## src/rtl/muldiv_pkg.sv

```systemverilog
// Shared definitions for the RV32M multiply/divide unit: op codes, FSM states
// and the most-negative-value helper.
package muldiv_pkg;

  localparam logic [2:0] OP_MUL    = 3'b000;
  localparam logic [2:0] OP_MULH   = 3'b001;
  localparam logic [2:0] OP_MULHSU = 3'b010;
  localparam logic [2:0] OP_MULHU  = 3'b011;
  localparam logic [2:0] OP_DIV    = 3'b100;
  localparam logic [2:0] OP_DIVU   = 3'b101;
  localparam logic [2:0] OP_REM    = 3'b110;
  localparam logic [2:0] OP_REMU   = 3'b111;

  typedef enum logic [1:0] {
    ST_IDLE = 2'd0,
    ST_MUL  = 2'd1,
    ST_DIV  = 2'd2,
    ST_DONE = 2'd3
  } state_e;

  localparam int unsigned MAX_XLEN = 64;

  // Two's-complement most-negative value for an xlen-bit word (xlen <= MAX_XLEN).
  function automatic logic [MAX_XLEN-1:0] most_neg(input int unsigned xlen);
    logic [MAX_XLEN-1:0] v;
    v = '0;
    v[xlen-1] = 1'b1;
    return v;
  endfunction

endpackage

```

## src/rtl/muldiv_div_core.sv

```systemverilog
// Restoring divider datapath on unsigned magnitudes: one quotient bit per step,
// loaded by start_i and advanced by step_i until done_o.
module muldiv_div_core #(
  parameter int XLEN = 32
) (
  input  logic            clk_i,
  input  logic            rst_i,
  input  logic            start_i,
  input  logic            step_i,
  input  logic [XLEN-1:0] dividend_i,
  input  logic [XLEN-1:0] divisor_i,
  output logic [XLEN-1:0] quot_o,
  output logic [XLEN-1:0] rem_o,
  output logic            done_o
);

  localparam int CW = $clog2(XLEN + 1);

  logic [XLEN-1:0] rem_q, rem_d;
  logic [XLEN-1:0] quot_q, quot_d;
  logic [XLEN-1:0] dsor_q, dsor_d;
  logic [CW-1:0]   cnt_q, cnt_d;
  logic [XLEN:0]   shifted_s;
  logic [XLEN:0]   diff_s;

  assign shifted_s = {rem_q, quot_q[XLEN-1]};
  assign diff_s    = shifted_s - {1'b0, dsor_q};
  assign done_o    = (cnt_q == CW'(XLEN));
  assign quot_o    = quot_q;
  assign rem_o     = rem_q;

  // The quotient register starts as the dividend and shifts it out as quotient bits shift in.
  always_comb begin
    rem_d  = rem_q;
    quot_d = quot_q;
    dsor_d = dsor_q;
    cnt_d  = cnt_q;
    if (start_i) begin
      rem_d  = '0;
      quot_d = dividend_i;
      dsor_d = divisor_i;
      cnt_d  = '0;
    end else if (step_i && !done_o) begin
      if (!diff_s[XLEN]) begin
        rem_d  = diff_s[XLEN-1:0];
        quot_d = {quot_q[XLEN-2:0], 1'b1};
      end else begin
        rem_d  = shifted_s[XLEN-1:0];
        quot_d = {quot_q[XLEN-2:0], 1'b0};
      end
      cnt_d = cnt_q + CW'(1);
    end else begin
      cnt_d = cnt_q;
    end
  end

  always_ff @(posedge clk_i or posedge rst_i) begin
    if (rst_i) begin
      rem_q  <= '0;
      quot_q <= '0;
      dsor_q <= '0;
      cnt_q  <= '0;
    end else begin
      rem_q  <= rem_d;
      quot_q <= quot_d;
      dsor_q <= dsor_d;
      cnt_q  <= cnt_d;
    end
  end

endmodule

```

## src/rtl/muldiv_unit.sv

```systemverilog
// Multi-cycle RV32M multiply/divide unit (MUL..REMU) with flush support.
// Define MULDIV_EARLY_OUT_EN to let trivial divides (B=0, overflow, |B|>|A|) finish in one cycle.
module muldiv_unit
  import muldiv_pkg::*;
#(
  parameter int XLEN    = 32,
  parameter int MUL_LAT = 2
) (
  input  logic            clk_i,
  input  logic            rst_i,
  input  logic            start_i,
  input  logic [2:0]      funct3_i,
  input  logic [XLEN-1:0] operand_a_i,
  input  logic [XLEN-1:0] operand_b_i,
  input  logic            flush_i,
  output logic            busy_o,
  output logic            valid_o,
  output logic [XLEN-1:0] result_o
);

  localparam int CNT_W = (MUL_LAT > 1) ? $clog2(MUL_LAT) : 1;
  localparam logic [XLEN-1:0] MOST_NEG = XLEN'(most_neg(XLEN));

  state_e            state_q, state_d;
  logic [2:0]        op_q, op_d;
  logic [XLEN-1:0]   a_q, a_d, b_q, b_d;
  logic [XLEN-1:0]   result_q, result_d;
  logic [CNT_W-1:0]  cnt_q, cnt_d;
  logic              busy_q, valid_q;

  logic              accept_s;
  logic              in_signed_s;
  logic [XLEN-1:0]   in_a_mag_s, in_b_mag_s;
  logic              core_start_s, core_step_s, core_done_s;
  logic [XLEN-1:0]   core_quot_s, core_rem_s;

  logic              a_sx_s, b_sx_s;
  logic [2*XLEN-1:0] a_ext_s, b_ext_s, prod_s;
  logic [XLEN-1:0]   mul_res_s;

  logic              a_neg_s, b_neg_s, b_zero_s, ovf_s, small_s, early_s;
  logic [XLEN-1:0]   quot_fix_s, rem_fix_s, div_res_s;

  assign accept_s    = start_i && !busy_q && !flush_i;
  assign in_signed_s = ~funct3_i[0];
  assign in_a_mag_s  = (in_signed_s && operand_a_i[XLEN-1]) ? -operand_a_i : operand_a_i;
  assign in_b_mag_s  = (in_signed_s && operand_b_i[XLEN-1]) ? -operand_b_i : operand_b_i;

  assign core_start_s = accept_s && funct3_i[2];
  assign core_step_s  = (state_q == ST_DIV);

  muldiv_div_core #(.XLEN(XLEN)) u_div_core (
    .clk_i      (clk_i),
    .rst_i      (rst_i),
    .start_i    (core_start_s),
    .step_i     (core_step_s),
    .dividend_i (in_a_mag_s),
    .divisor_i  (in_b_mag_s),
    .quot_o     (core_quot_s),
    .rem_o      (core_rem_s),
    .done_o     (core_done_s)
  );

  // Product is formed from the latched operands; MUL_LAT only sets when it is reported.
  assign a_sx_s    = ((op_q == OP_MULH) || (op_q == OP_MULHSU)) && a_q[XLEN-1];
  assign b_sx_s    = (op_q == OP_MULH) && b_q[XLEN-1];
  assign a_ext_s   = {{XLEN{a_sx_s}}, a_q};
  assign b_ext_s   = {{XLEN{b_sx_s}}, b_q};
  assign prod_s    = a_ext_s * b_ext_s;
  assign mul_res_s = (op_q == OP_MUL) ? prod_s[XLEN-1:0] : prod_s[2*XLEN-1:XLEN];

  assign a_neg_s    = ~op_q[0] && a_q[XLEN-1];
  assign b_neg_s    = ~op_q[0] && b_q[XLEN-1];
  assign b_zero_s   = (b_q == '0);
  assign ovf_s      = ~op_q[0] && (a_q == MOST_NEG) && (b_q == '1);
  assign quot_fix_s = (a_neg_s ^ b_neg_s) ? -core_quot_s : core_quot_s;
  assign rem_fix_s  = a_neg_s ? -core_rem_s : core_rem_s;

`ifdef MULDIV_EARLY_OUT_EN
  logic [XLEN-1:0] a_mag_s, b_mag_s;
  assign a_mag_s = a_neg_s ? -a_q : a_q;
  assign b_mag_s = b_neg_s ? -b_q : b_q;
  assign small_s = (b_mag_s > a_mag_s);
  assign early_s = b_zero_s || ovf_s || small_s;
`else
  assign small_s = 1'b0;
  assign early_s = 1'b0;
`endif

  // Special cases override the iterated (sign-corrected) result.
  always_comb begin
    div_res_s = '0;
    if (b_zero_s) begin
      div_res_s = op_q[1] ? a_q : '1;
    end else if (ovf_s) begin
      div_res_s = op_q[1] ? '0 : a_q;
    end else if (small_s) begin
      div_res_s = op_q[1] ? a_q : '0;
    end else begin
      div_res_s = op_q[1] ? rem_fix_s : quot_fix_s;
    end
  end

  // FSM next-state and datapath capture.
  always_comb begin
    state_d  = state_q;
    op_d     = op_q;
    a_d      = a_q;
    b_d      = b_q;
    cnt_d    = cnt_q;
    result_d = result_q;
    case (state_q)
      ST_IDLE, ST_DONE: begin
        if (accept_s) begin
          state_d = funct3_i[2] ? ST_DIV : ST_MUL;
          op_d    = funct3_i;
          a_d     = operand_a_i;
          b_d     = operand_b_i;
          cnt_d   = '0;
        end else begin
          state_d = ST_IDLE;
        end
      end
      ST_MUL: begin
        if (flush_i) begin
          state_d = ST_IDLE;
        end else if (cnt_q == CNT_W'(MUL_LAT - 1)) begin
          state_d  = ST_DONE;
          result_d = mul_res_s;
        end else begin
          cnt_d = cnt_q + CNT_W'(1);
        end
      end
      ST_DIV: begin
        if (flush_i) begin
          state_d = ST_IDLE;
        end else if (early_s || core_done_s) begin
          state_d  = ST_DONE;
          result_d = div_res_s;
        end else begin
          state_d = ST_DIV;
        end
      end
      default: begin
        state_d = ST_IDLE;
      end
    endcase
  end

  always_ff @(posedge clk_i or posedge rst_i) begin
    if (rst_i) begin
      state_q  <= ST_IDLE;
      op_q     <= 3'b000;
      a_q      <= '0;
      b_q      <= '0;
      cnt_q    <= '0;
      result_q <= '0;
      busy_q   <= 1'b0;
      valid_q  <= 1'b0;
    end else begin
      state_q  <= state_d;
      op_q     <= op_d;
      a_q      <= a_d;
      b_q      <= b_d;
      cnt_q    <= cnt_d;
      result_q <= result_d;
      busy_q   <= (state_d == ST_MUL) || (state_d == ST_DIV);
      valid_q  <= (state_d == ST_DONE);
    end
  end

  assign busy_o   = busy_q;
  assign valid_o  = valid_q;
  assign result_o = result_q;

endmodule

```

## config.mk

```make
export PLATFORM = sky130hd
export DESIGN_NAME = muldiv_unit
export DESIGN_NICKNAME = d
export VERILOG_FILES = /design/src/rtl/muldiv_pkg.sv /design/src/rtl/muldiv_div_core.sv /design/src/rtl/muldiv_unit.sv
export SDC_FILE = /design/constraint.sdc
export NUM_CORES = 2
export LEC_CHECK = 0
export BUFFER_PORTS_ARGS = -buffer_cell sky130_fd_sc_hd__buf_2
export CORE_MARGIN = 2
export CORE_UTILIZATION = 60
export CTS_CLUSTER_SIZE = 24
export DETAILED_ROUTE_END_ITERATION = 16
export PLACE_DENSITY = 0.9
export SYNTH_ARGS = -nofsm -noshare
export SYNTH_HDL_FRONTEND = slang
export SYNTH_SLANG_ARGS = --single-unit
export TNS_END_PERCENT = 100
```

## constraint.sdc

```tcl
create_clock -name clk_i -period 8.4 [get_ports clk_i]
set_clock_uncertainty 0.15 [all_clocks]
set_input_delay 0 -clock clk_i [delete_from_list [all_inputs] [get_ports clk_i]]
set_output_delay 0 -clock clk_i [all_outputs]
set_load 0.01 [all_outputs]
```

==> impl_results.html <==
<table>
<tr><th>Metric</th><th>Value</th></tr>
<tr><th colspan="2">Placement</th></tr>
<tr><td>Placed wire-length estimate</td><td>approximately 130 mm</td></tr>
<tr><td>Placer's final routability congestion estimate</td><td>approximately 1</td></tr>
<tr><td>Number of buffers inserted by port buffering</td><td>~100</td></tr>
<tr><th colspan="2">Global routing</th></tr>
<tr><td>Number of global-route vias before repair</td><td>a little under 50000</td></tr>
<tr><td>Maximum number of pins on one net before global-route repair</td><td>138</td></tr>
<tr><td>Initial antenna violation count</td><td>12</td></tr>
<tr><td>Remaining Overflow, GRT</td><td>0</td></tr>
<tr><td>Global router's overall resource usage</td><td>roughly 38%</td></tr>
<tr><td>Wire length of the first global-routing pass</td><td>260.6 mm</td></tr>
<tr><th colspan="2">Final layout</th></tr>
<tr><td>Number of nets in the final layout</td><td>approximately 7600</td></tr>
<tr><td>Fill cells</td><td>6270</td></tr>
<tr><td>Final core occ</td><td>approximately 66%</td></tr>
<tr><td>Synthesis-to-finish area growth</td><td>9.826%</td></tr>
<tr><td>Commonest non-fill, non-tap cells in the layout</td><td>sky130_fd_sc_hd__inv_1, sky130_fd_sc_hd__nand2_1, sky130_fd_sc_hd__fa_1</td></tr>
<tr><td>Fraction of final layout cells sized beyond drive strength 1</td><td>8.317%</td></tr>
<tr><td>Leading cell type in the layout, fill and taps excluded</td><td>sky130_fd_sc_hd__inv_1</td></tr>
<tr><th colspan="2">Clocking</th></tr>
<tr><td>Later-pin clock latency in the skew report</td><td>~0.55 ns</td></tr>
<tr><td>Clock transition at the registers of the reported paths</td><td>~0.060 ns</td></tr>
<tr><td>Clk Tree Root Cell</td><td>sky130_fd_sc_hd__clkbuf_16</td></tr>
<tr><td>Buffers from clock root to sink, at most</td><td>3</td></tr>
<tr><td>CTS tree</td><td>built</td></tr>
<tr><td>Number of CTS-inserted buffers</td><td>24</td></tr>
<tr><td>CTS sink count</td><td>206</td></tr>
<tr><td>H-tree depth reported by CTS</td><td>1</td></tr>
<tr><th colspan="2">Worst setup path</th></tr>
<tr><td>Crit path capture type</td><td>flop</td></tr>
<tr><td>Slowest cell on the critical path</td><td>sky130_fd_sc_hd__fa_2</td></tr>
<tr><td>Category of the worst setup path launch point</td><td>flop</td></tr>
<tr><td>Max stage delay on crit path</td><td>0.64 ns</td></tr>
<tr><td>Largest fanout on the critical path</td><td>5</td></tr>
<tr><td>Arrival time of the worst setup path</td><td>~8.6 ns</td></tr>
<tr><td>Data required time at the worst endpoint</td><td>around 8.7 ns</td></tr>
<tr><td>Worst setup path class</td><td>reg2reg</td></tr>
<tr><td>Most prevalent standard cell on the critical path</td><td>sky130_fd_sc_hd__xnor2_2</td></tr>
<tr><th colspan="2">Hold path</th></tr>
<tr><td>Path category of the worst min-delay check</td><td>in2async</td></tr>
<tr><th colspan="2">STA</th></tr>
<tr><td>Setup repair after global routing missed its margin</td><td>true</td></tr>
<tr><td>Final period demand of the worst path</td><td>~8.3 ns</td></tr>
<tr><td>Max-slew violation total from the final report</td><td>0</td></tr>
<tr><td>Number of endpoints with negative hold slack in the final report</td><td>0</td></tr>
<tr><td>Transition time at the pin with the least slew margin</td><td>1.087 ns</td></tr>
<tr><td>Worst max-slew margin expressed relative to the limit</td><td>27.00%</td></tr>
<tr><td>Portion of the clock cycle consumed by the worst path in the final layout</td><td>~100%</td></tr>
<tr><td>Highest clock rate</td><td>119.8 MHz</td></tr>
<tr><td>Final setup violation count</td><td>0</td></tr>
<tr><th colspan="2">Logic synthesis</th></tr>
<tr><td>Post-synth top flop</td><td>sky130_fd_sc_hd__dfrtp_1</td></tr>
<tr><td>Post-synthesis instance area</td><td>52100 sq um</td></tr>
<tr><td>Portion of the post-synthesis area used by sequential elements</td><td>9.893%</td></tr>
<tr><td>Average instance area after synthesis</td><td>approximately 8.5 sq um</td></tr>
<tr><td>Share of flip-flops with an asynchronous set or reset</td><td>100.0%</td></tr>
<tr><td>Count of different cell masters after synthesis</td><td>just over 80</td></tr>
<tr><td>Number of flops mapped to enable cells by yosys</td><td>0</td></tr>
<tr><td>Synthesized instance count</td><td>6103</td></tr>
<tr><td>Synthesized flop and latch total</td><td>~210</td></tr>
<tr><td>Post-synthesis net count</td><td>around 7600</td></tr>
<tr><td>Yosys synthesis warning count</td><td>0</td></tr>
<tr><th colspan="2">Routing</th></tr>
<tr><td>Routed length per instance</td><td>about 23 um</td></tr>
<tr><td>Number of DRC markers after the initial detailed-route iteration</td><td>just under 5000</td></tr>
<tr><td>Number of iterations in the first detailed-routing pass</td><td>10</td></tr>
<tr><td>DR vias/cell</td><td>a little over 6</td></tr>
<tr><td>Via count</td><td>between 40000 and 50000</td></tr>
<tr><td>Wirelength, routed</td><td>~170 mm</td></tr>
<tr><td>Number of nets still failing antenna checks after routing</td><td>0</td></tr>
<tr><td>DRC violations left</td><td>0</td></tr>
<tr><th colspan="2">Floorplan</th></tr>
<tr><td>Number of primary I/O pins</td><td>105</td></tr>
<tr><td>Standard-cell row count</td><td>roughly 110</td></tr>
<tr><td>Floorplan Core Area</td><td>between 80000 and 90000 sq um</td></tr>
<tr><td>Horizontal die dimension</td><td>298.7 um</td></tr>
<tr><td>Die span in y</td><td>roughly 300 um</td></tr>
<tr><td>Starting density of the core</td><td>between 60% and 70%</td></tr>
<tr><td>Die footprint</td><td>approximately 90000 sq um</td></tr>
<tr><th colspan="2">Flow run</th></tr>
<tr><td>Max-cap check violation count</td><td>0</td></tr>
<tr><th colspan="2">Status</th></tr>
<tr><td>Outcome</td><td>finished, final reports clean</td></tr>
</table>
## timing repair
action,CTS,global route
endpoints found under the hold margin,275,0
setup endpoints to repair,14,26
buffers inserted,2,23
gates cloned,0,2
hold buffers,76,0
pin swaps,2,73
resized for setup,12,123
## path summary, 6_finish.rpt
path                                       from                   end  slack, ns  depth (start not counted)
setup / recovery                        op_q[1]          result_o[31]       0.05                         28
hold / removal                            rst_i  u_div_core.rem_o[10]       0.02                          3
setup reg to reg                        op_q[1]          result_o[31]       0.05                         28
hold reg to reg            u_div_core.dsor_q[6]  u_div_core.dsor_q[6]       0.34                          2
max in group asynchronous                 rst_i               a_q[10]       6.45                          4
min in group clk_i               operand_a_i[9]                a_q[9]       0.12                          4
## worst max-delay path: cells and delay by family, from the launching register on
| kind | cells | cell delay [ns] |
|---|---|---|
| simple gates | 4 | 0.63 |
| xor+xnor | 7 | 1.57 |
| buf+inv | 6 | 0.81 |
| flops | 1 | 0.44 |
| fa+ha+maj | 8 | 4.19 |
| compound gates | 3 | 0.41 |
## logic make-up (layout without fill, tap and decap cells)
group                    count (synthesis)  in the layout  share of synthesized area, %
multiplexers                            10             10                        0.1945
XOR/XNOR                               225            225                         3.796
flip-flops                             206            206                         9.893
AO/OA/AOI/OAI                          673            673                         8.025
AND/OR/NAND/NOR                       1991           1991                         17.08
buffers and inverters                 1619           1708                         11.68
other                                    0              7                             0
adder cells (fa/ha/maj)               1379           1379                         49.34
## through the flow
step	hold WS, ns	instance area, sq um	cells	TNS [ns]	setup WS (ns)
final	0.02297	57220	7354	0	0.05056
after global routing	0.1349	57220	7351	-0.4524	-0.1111
after CTS	0.08494	56480	7322	0	0.002735
after detailed placement	0.1059	54890	7202	-1.621	-0.2290
after global placement	0.1017	54890	7202	-0.05127	-0.04511
after floorplan	-0.04456	52120	6103	0	0.007033
## per-layer routing
metal  global-route usage [%]  wire length, um  share of wire (%)
met1                    44.93            54840                 33
met2                    60.81            77870                 47
met3                    7.779            18570                 11
met4                    27.43            15940                9.5
met5                        0               38              0.023
## Yosys cell counts (5+ instances only)
cell | count | share of area [%]
sky130_fd_sc_hd__a211oi_1 | 35 | 0.50
sky130_fd_sc_hd__a21o_1 | 47 | 0.68
sky130_fd_sc_hd__a21oi_1 | 179 | 1.7
sky130_fd_sc_hd__a221oi_1 | 11 | 0.18
sky130_fd_sc_hd__a31oi_1 | 62 | 0.74
sky130_fd_sc_hd__and2_1 | 310 | 3.7
sky130_fd_sc_hd__and3_1 | 26 | 0.31
sky130_fd_sc_hd__buf_1 | 13 | 0.094
sky130_fd_sc_hd__clkbuf_1 | 359 | 2.6
sky130_fd_sc_hd__dfrtp_1 | 206 | 9.9
sky130_fd_sc_hd__fa_1 | 1126 | 43
sky130_fd_sc_hd__ha_1 | 253 | 6.1
sky130_fd_sc_hd__inv_1 | 1240 | 8.9
sky130_fd_sc_hd__mux2i_1 | 9 | 0.17
sky130_fd_sc_hd__nand2_1 | 1180 | 8.5
sky130_fd_sc_hd__nand2b_1 | 25 | 0.30
sky130_fd_sc_hd__nand3_1 | 27 | 0.26
sky130_fd_sc_hd__nand4_1 | 33 | 0.40
sky130_fd_sc_hd__nor2_1 | 238 | 1.7
sky130_fd_sc_hd__nor2b_1 | 17 | 0.20
sky130_fd_sc_hd__nor3_1 | 39 | 0.37
sky130_fd_sc_hd__nor4_1 | 27 | 0.32
sky130_fd_sc_hd__nor4b_1 | 5 | 0.084
sky130_fd_sc_hd__o211ai_1 | 23 | 0.33
sky130_fd_sc_hd__o21a_1 | 6 | 0.086
sky130_fd_sc_hd__o21ai_0 | 188 | 1.8
sky130_fd_sc_hd__o21bai_1 | 17 | 0.24
sky130_fd_sc_hd__o22ai_1 | 10 | 0.12
sky130_fd_sc_hd__o31a_1 | 5 | 0.084
sky130_fd_sc_hd__o31ai_1 | 26 | 0.37
sky130_fd_sc_hd__o41ai_1 | 12 | 0.20
sky130_fd_sc_hd__or2_2 | 12 | 0.14
sky130_fd_sc_hd__or3_1 | 19 | 0.23
sky130_fd_sc_hd__or4_1 | 13 | 0.19
sky130_fd_sc_hd__xnor2_1 | 147 | 2.5
sky130_fd_sc_hd__xor2_1 | 77 | 1.3
## sequential cells by signal (all words and copies together) (netlist names)
name,count
u_div_core.cnt_q,6
valid_o,1
result_o,32
a_q,32
b_q,32
u_div_core.dsor_q,32
u_div_core.rem_o,32
u_div_core.quot_o,32
state_q,2
busy_o,1
cnt_q,1
op_q,3
## area by class of cell
type,count,area (sq um),share of cell area (%)
multi-input combinational,4278,41310,72.19
sequential,206,5179,9.050
inverter,1242,4677,8.173
timing repair buffer,424,3814,6.664
tap,1155,1445,2.525
clock buffer,35,681.9,1.192
clock inverter,7,98.84,0.1727
antenna,7,17.52,0.03061
Power is left out: the tool's default activity adds up to more than one toggle a clock period on the data nets, which glitch-free logic cannot reach.
